<file path="config.mk">
export PLATFORM = sky130hd
export DESIGN_NAME = pd_header_buffer
export DESIGN_NICKNAME = d
export VERILOG_FILES = /design/src/rtl/pd_header_buffer.sv
export SDC_FILE = /design/constraint.sdc
export NUM_CORES = 2
export LEC_CHECK = 0
export ABC_AREA = 1
export CORE_MARGIN = 5
export CORE_UTILIZATION = 67
export CTS_BUF_LIST = sky130_fd_sc_hd__clkbuf_8 sky130_fd_sc_hd__clkbuf_16
export CTS_CLUSTER_SIZE = 14
export DETAILED_ROUTE_END_ITERATION = 8
export PLACE_DENSITY_LB_ADDON = 0.3
export SKIP_CTS_REPAIR_TIMING = 1
export SLEW_MARGIN = 20
export SYNTH_ARGS = -nofsm -noshare
export SYNTH_HDL_FRONTEND = slang
export SYNTH_SLANG_ARGS = --single-unit
</file>
<file path="constraint.sdc">
create_clock -name clk -period 6.3 [get_ports clk]
set_input_delay 0.945 -clock clk [delete_from_list [all_inputs] [get_ports clk]]
set_output_delay 0.945 -clock clk [all_outputs]
set_load 0.02 [all_outputs]
</file>
<file path="src/rtl/pd_header_buffer.sv">
// pd_header_buffer: collects header bytes from the packet decoder controller.
// On new_block it copies the complete header into a shadow register. It then
// streams the shadow as big-endian 32-bit words to the hash core, and pulses
// begin_hash once the last word has been taken.
//
// Handshake: word_valid/word_out are driven from the STREAM state. A word
// transfers on a rising edge where word_valid and word_ready are both high.
// While word_valid is high and word_ready is low, word_out holds its value.
// The valid side never withdraws a word except on stop_calc or reset.
module pd_header_buffer #(
  parameter int HEADER_BYTES = 80,
  parameter int PKT1_LAST    = 63
) (
  input  logic        clk,
  input  logic        n_rst,
  input  logic        i_data_en,
  input  logic [6:0]  i_data_sel,
  input  logic [7:0]  i_data,
  input  logic        new_block,
  input  logic        stop_calc,
  input  logic        word_ready,
  output logic        packet_done,
  output logic [31:0] word_out,
  output logic        word_valid,
  output logic        begin_hash,
  output logic        busy,
  output logic        hdr_error,
  output logic [1:0]  dbg_state
);

  typedef enum logic [1:0] {
    ST_IDLE   = 2'd0,
    ST_STREAM = 2'd1,
    ST_START  = 2'd2
  } state_t;

  localparam int NWORDS = HEADER_BYTES / 4;
  localparam int WIDX_W = (NWORDS > 1) ? $clog2(NWORDS) : 1;
  localparam logic [WIDX_W-1:0] WIDX_LAST = WIDX_W'(NWORDS - 1);
  localparam logic [7:0] HB8      = 8'(HEADER_BYTES);
  localparam logic [6:0] SEL_PKT1 = 7'(PKT1_LAST);
  localparam logic [6:0] SEL_LAST = 7'(HEADER_BYTES - 1);

  state_t                    state_q, state_d;
  logic [WIDX_W-1:0]         widx_q, widx_d;
  logic [HEADER_BYTES*8-1:0] mem_q, mem_d;
  logic [HEADER_BYTES*8-1:0] shadow_q, shadow_d;
  logic [HEADER_BYTES-1:0]   wmask_q, wmask_d;
  logic                      hdr_error_q, hdr_error_d;
  logic                      capture;
  logic                      wr_ok;
  logic                      wr_bad;

  assign wr_ok  = i_data_en && ({1'b0, i_data_sel} <  HB8);
  assign wr_bad = i_data_en && ({1'b0, i_data_sel} >= HB8);

  // The controller samples this in the same cycle as the write.
  assign packet_done = i_data_en && ((i_data_sel == SEL_PKT1) || (i_data_sel == SEL_LAST));

  // FSM next state, word index, capture request and error pulse.
  always_comb begin
    state_d     = state_q;
    widx_d      = widx_q;
    capture     = 1'b0;
    hdr_error_d = wr_bad;
    case (state_q)
      ST_IDLE: begin
        if (new_block) begin
          if (&wmask_q) begin
            capture = 1'b1;
            widx_d  = '0;
            state_d = ST_STREAM;
          end else begin
            hdr_error_d = 1'b1;
          end
        end
      end
      ST_STREAM: begin
        if (new_block) hdr_error_d = 1'b1;
        if (stop_calc) begin
          state_d = ST_IDLE;
        end else if (word_ready) begin
          if (widx_q == WIDX_LAST) state_d = ST_START;
          else                     widx_d  = widx_q + 1'b1;
        end
      end
      ST_START: begin
        if (new_block) hdr_error_d = 1'b1;
        state_d = ST_IDLE;
      end
      default: state_d = ST_IDLE;
    endcase
  end

  // Byte storage, write mask and shadow snapshot. A snapshot uses the
  // pre-edge mem, so a write in the capture cycle stays pending in the mask.
  always_comb begin
    mem_d    = mem_q;
    wmask_d  = wmask_q;
    shadow_d = shadow_q;
    if (capture) begin
      shadow_d = mem_q;
      wmask_d  = '0;
    end
    if (wr_ok) begin
      for (int i = 0; i < HEADER_BYTES; i++) begin
        if (i_data_sel == 7'(i)) begin
          mem_d[i*8 +: 8] = i_data;
          wmask_d[i]      = 1'b1;
        end
      end
    end
  end

  // Word mux over the shadow. Byte 4*widx goes in the most significant lane.
  always_comb begin
    word_out = '0;
    if (state_q == ST_STREAM) begin
      for (int w = 0; w < NWORDS; w++) begin
        if (widx_q == WIDX_W'(w)) begin
          word_out = {shadow_q[(4*w)*8 +: 8], shadow_q[(4*w+1)*8 +: 8],
                      shadow_q[(4*w+2)*8 +: 8], shadow_q[(4*w+3)*8 +: 8]};
        end
      end
    end
  end

  assign word_valid = (state_q == ST_STREAM);
  assign begin_hash = (state_q == ST_START);
  assign busy       = (state_q != ST_IDLE);
  assign hdr_error  = hdr_error_q;
  assign dbg_state  = state_q;

  // State and storage registers; reset clears everything at once.
  always_ff @(posedge clk or negedge n_rst) begin
    if (!n_rst) begin
      state_q     <= ST_IDLE;
      widx_q      <= '0;
      mem_q       <= '0;
      shadow_q    <= '0;
      wmask_q     <= '0;
      hdr_error_q <= 1'b0;
    end else begin
      state_q     <= state_d;
      widx_q      <= widx_d;
      mem_q       <= mem_d;
      shadow_q    <= shadow_d;
      wmask_q     <= wmask_d;
      hdr_error_q <= hdr_error_d;
    end
  end

endmodule

</file>
# After elaboration in Yosys (flattened, before gate mapping)
# Cells that the tools add are included.
# W data, S select, Z words.
# totals
reg_bits,1368
output_inout_bits,39
wordCells,410
in_bits,21
# classes
magnitude_cmp,2
n_addsub,1
n_reduce_logical,93
n_eq_ne,107
muxes,122
# ops
operator,n
$mux W32,21
$eq A7 B6 Y1 const B,32
$mux W80,2
$reduce_and A2 Y1,80
$eq A7 B5 Y1 const B,16
$eq A7 B7 Y1 const B,16
$mux W1,86
$reduce_and A80 Y1,1
$eq A7 B4 Y1 const B,8
$eq A5 B4 Y1 const B,8
$eq A7 B3 Y1 const B,4
$mux W5,5
$eq A5 B3 Y1 const B,4
$eq A5 B5 Y1 const B,4
$eq A7 B2 Y1 const B,2
$eq A5 B2 Y1 const B,2
$mux W2,5
$ne A2 B2 Y1 const B,5
$pmux W5 S2,1
$eq A7 B1 Y1 const B,1
$ge A7 B7 Y1 const B,1
$logic_not A7 Y1,1
$lt A7 B7 Y1 const B,1
$reduce_and A6 Y1,1
other kinds (15),18

# Depth between registers and ports, before layout
# depth
word_depth,22
ltp_mapped,25
mapped_depth_nobuf,25

# Least setup slack after synthesis
# No wires, ideal clock.
# synth_path
path_kind,register -> output
start,register widx_q[0]
end,output port word_out[16]
required_time_ps,5355
arrival_ps,2474
path_buffers,2
stages_incl_launch_ff,25
setup_slack_ps,2881
path_cell_list,dfrtp_1 inv_1 ha_1 inv_1 nor2_1 nand2_2 buf_2 buf_4 nand3_1 nand2_1 nand2_1 nand2_1 nand3_1 nand3_1 nand4_1 nand3_1 nand2_1 nand2_1 nand4_1 nand3_1 nand3_1 nand3_1 nand2_1 nand2_1 a21oi_1
# synth_between
elab_chain_len,22
elab_cells_between_ends,41
classes_between,eq/ne: 19; mux: 21; reduce/logical: 1
# synth_rtl
item,line_no,text
start: declaration,45,"logic [WIDX_W-1:0] widx_q, widx_d;"
start signal: assignment,145,widx_q <= widx_d;
$logic_not A5 Y1,120,if (widx_q == WIDX_W'(w)) begin
$mux W32 (19 in series),120,
$mux W32 *,120,
$mux W32 *,118,if (state_q == ST_STREAM) begin
end: declaration,23,"output logic [31:0] word_out,"
# Mark *: on every way between the ends. The rest lies on a longest branch, timed or not.

# Worst setup path in the final report
# layout_path
start,register widx_q[0]
end,output port word_out[2]
# Same word-level chain as after synthesis.

==> impl_metrics.csv <==
group,metric,value,unit
grt,grt_pass1_vias,45715,
placed_design,dpl_worst_slack,1.04,ns
cells_and_area,multi_input_area,20200,sq um
timing,fin_worst_skew,0.0289,ns
logic_synthesis,synth_cell_types,40,
logic_synthesis,synth_nets,6954,
grt,grt.overflow.total,0,
cells_and_area,stdcell_area,63000,sq um
floorplanning,die_area,91600,sq um
cells_and_area,area.growth.synth_to_final,9.69,%
critical_path,worstPathMaxFanout,31,
placed_design,io_buffers,59,
floorplanning,core,85100,sq um
critical_path,worstSetupPathType,"reg -> out",
logic_synthesis,ys.flop_type,"dfrtp_1",
grt,grt.total_usage,0.360,
logic_synthesis,synth_xor_area_frac,0,
grt,grt_max_degree,206,
floorplanning,initial_core_util,0.674,
clock_network,clock_latency,0.74,ns
logic_synthesis,netlist.area_leader.share,0.596,
logic_synthesis,synth_top_family_by_area,"simple AND/OR/NAND/NOR gates",
clock_network,htreeDepth,4,
hold_path,hold_class,"in -> async",
critical_path,cp.required,5.35,ns
timing,slew_violations,0,
timing,tns,0,ns
grt,antenna_found_initial,2,
logic_synthesis,synth.area.mux_share,0,
grt,grt_pass1_wl,257000,microns
floorplanning,die_h,303,microns
critical_path,cp-end-kind,"primary output",
floorplanning,ios,60,
clock_network,clkSinkCount,1368,
power_and_ir_drop,ir_drop,0.290,mV
power_and_ir_drop,p_leak,33.2,nW
logic_synthesis,ys_ff_latch,1368,
timing,setup_violations,0,
logic_synthesis,synth_top_area_cell,"dfrtp_1",
timing,hold_violations,0,
timing,min_period,6.14,ns
floorplanning,fp.dieW,303,microns
timing,worst_slack,0.163,ns
critical_path,cp.arrival,5.19,ns
cells_and_area,fillers,5996,
logic_synthesis,async_reset_ff_frac,1.00,
cells_and_area,final-seq-area,34200,sq um
critical_path,worst_path_most_repeated_cell,"nand2_1",
placed_design,dpl_cell_area,58600,sq um
placed_design,gp_congestion,0.895,
clock_network,cts_tree,"yes",
critical_path,worst_path_largest_cell_delay,0.72,ns
logic_synthesis,synthCells,6924,
routing,drtIter0Drc,6678,
logic_synthesis,syn_avg_cell_area,8.29,sq um
cells_and_area,layout-drive-gt1-share,0.0584,
timing,fin_crit_sh,0.974,
clock_network,cts-buffers-inserted,137,
routing,first_pass_iters,6,
job,timing.max_cap.violations,0,
routing,num_vias,47803,
timing,rsz0062_at_grt,"no",
power_and_ir_drop,power_per_cell_area,308,nW/um^2
critical_path,slowest_stage,"clkdlybuf4s50_1",
logic_synthesis,synth-simple-area-share,0.263,
critical_path,start_kind,"flip-flop",
clock_network,cts_buffer_depth,3,
placed_design,dp_hpwl,96700,microns
critical_path,cp.buffers_inverters,4,
routing,drt-total-wl,164000,microns
outcome,outcome,"finished, final reports clean",
critical_path,critical-path-top-delay-family,"simple AND/OR/NAND/NOR gates",
routing,vias_per_cell,5.95,
timing,tightest_slew,1.23,ns
logic_synthesis,synth_compound_area_frac,0.0861,
floorplanning,rows,107,
timing,max_freq,0.163,GHz
cells_and_area,final_util,0.740,
routing,postRouteAntennaNets,0,
logic_synthesis,synthAdderAreaFrac,0.00196,
routing,drc,0,
timing,relSlewSlack,0.178,
logic_synthesis,synthTopCellsByArea,"dfrtp_1 60%, nand2_1 22%, o21ai_0 7.8%",
logic_synthesis,ys_warn_count,0,
clock_network,root_buffer,"clkbuf_16",
logic_synthesis,syn_area,57400,sq um
logic_synthesis,ys_seq_area_frac,0.596,
logic_synthesis,synth-edff-count,0,
routing,post_drt_wl_per_cell,20.4,microns
cells_and_area,nets,6821,
clock_network,clk_pin_slew_worst_paths,0.06,ns
## logic make-up (layout without fill, tap and decap cells)
| group | count (synthesis) | after routing |
|---|---|---|
| AND/OR/NAND/NOR | 3820 | 3820 |
| adder cells (fa/ha/maj) | 9 | 9 |
| other | 0 | 5 |
| flip-flops | 1368 | 1368 |
| buffers and inverters | 753 | 715 |
| AO/OA/AOI/OAI | 974 | 974 |
## metal layers
metal	share of wire	up-vias	GRT usage	wire, microns
met3	0.12	525	0.0926	18900
li1	-	21392	-	-
met2	0.45	2698	0.540	73400
met4	0.044	0	0.152	7240
met5	0	-	0.00847	0
met1	0.39	23188	0.509	64500
## cell usage in the layout, fill, tap and decap left out, drive strengths merged, types with 5 or more instances in the layout
master / instances
nand2: 3356
dfrtp: 1368
o21ai: 907
inv: 364
nand3: 244
clkbuf: 173
or2: 86
buf: 81
nor2: 72
clkdlybuf4s50: 58
a21oi: 40
clkinv: 34
nand4: 24
nor3: 16
o211ai: 14
nor4: 13
ha: 9
o21bai: 7
nand3b: 6
diode: 5
## sequential cells by signal (all words and copies together) (netlist names)
signal and cells:
mem_q 640, dbg_state 2, hdr_error 1, shadow_q 640, widx_q 5, wmask_q 80
## power by group
group / switching, mW / total (mW) / internal, mW / leakage [nW]
logic: 1.54 / 2.12 / 0.572 / 12.4
clock network: 3.42 / 7.96 / 4.54 / 2.29
registers: 0.210 / 9.34 / 9.13 / 18.5
## cell type report
type | instances | share of cell area
Sequential cell | 1368 | 0.544
Multi-Input combinational cell | 4803 | 0.321
Clock buffer | 173 | 0.0628
Tap cell | 1144 | 0.0227
Timing Repair Buffer | 139 | 0.0222
Inverter | 342 | 0.0208
Clock inverter | 61 | 0.00660
Antenna cell | 5 | 0.000199
## final timing paths
path                        startpoint       endpoint  slack (ns)  cells after the start
max reg2reg                wmask_q[35]    shadow_q[5]        2.02                     10
max                          widx_q[0]    word_out[2]        0.16                     26
min                              n_rst      mem_q[14]        0.20                      1
min in group clk            mem_q[424]  shadow_q[424]        0.46                      2
min reg2reg                 mem_q[424]  shadow_q[424]        0.46                      2
max in group asynchronous        n_rst     mem_q[389]        4.51                      2
## cell usage after synthesis, types with 10 or more instances
library cell  number
nor2_1            63
a21oi_1           40
o211ai_1          13
or2_0             12
o21ai_1           13
nand3_1          242
nor3_1            15
dfrtp_1         1368
inv_1            318
clkbuf_1         277
nand4_1           24
nand2_1         3352
inv_2             16
buf_2            120
o21ai_0          894
nor4_1            10
or2_2             66
## metrics by stage
| stage | hold WS [ns] | std cells | total power [mW] |
|---|---|---|---|
| global placement | 0.445 | 7796 | 11.5 |
| global route | 0.263 | 8031 | 20.0 |
| detailed placement | 0.451 | 7796 | 11.5 |
| floorplan | 0.434 | 6924 | 10.5 |
| CTS | 0.252 | 8030 | 19.4 |
| finish | 0.203 | 8035 | 19.4 |
Power figures use the tool's default switching activity.
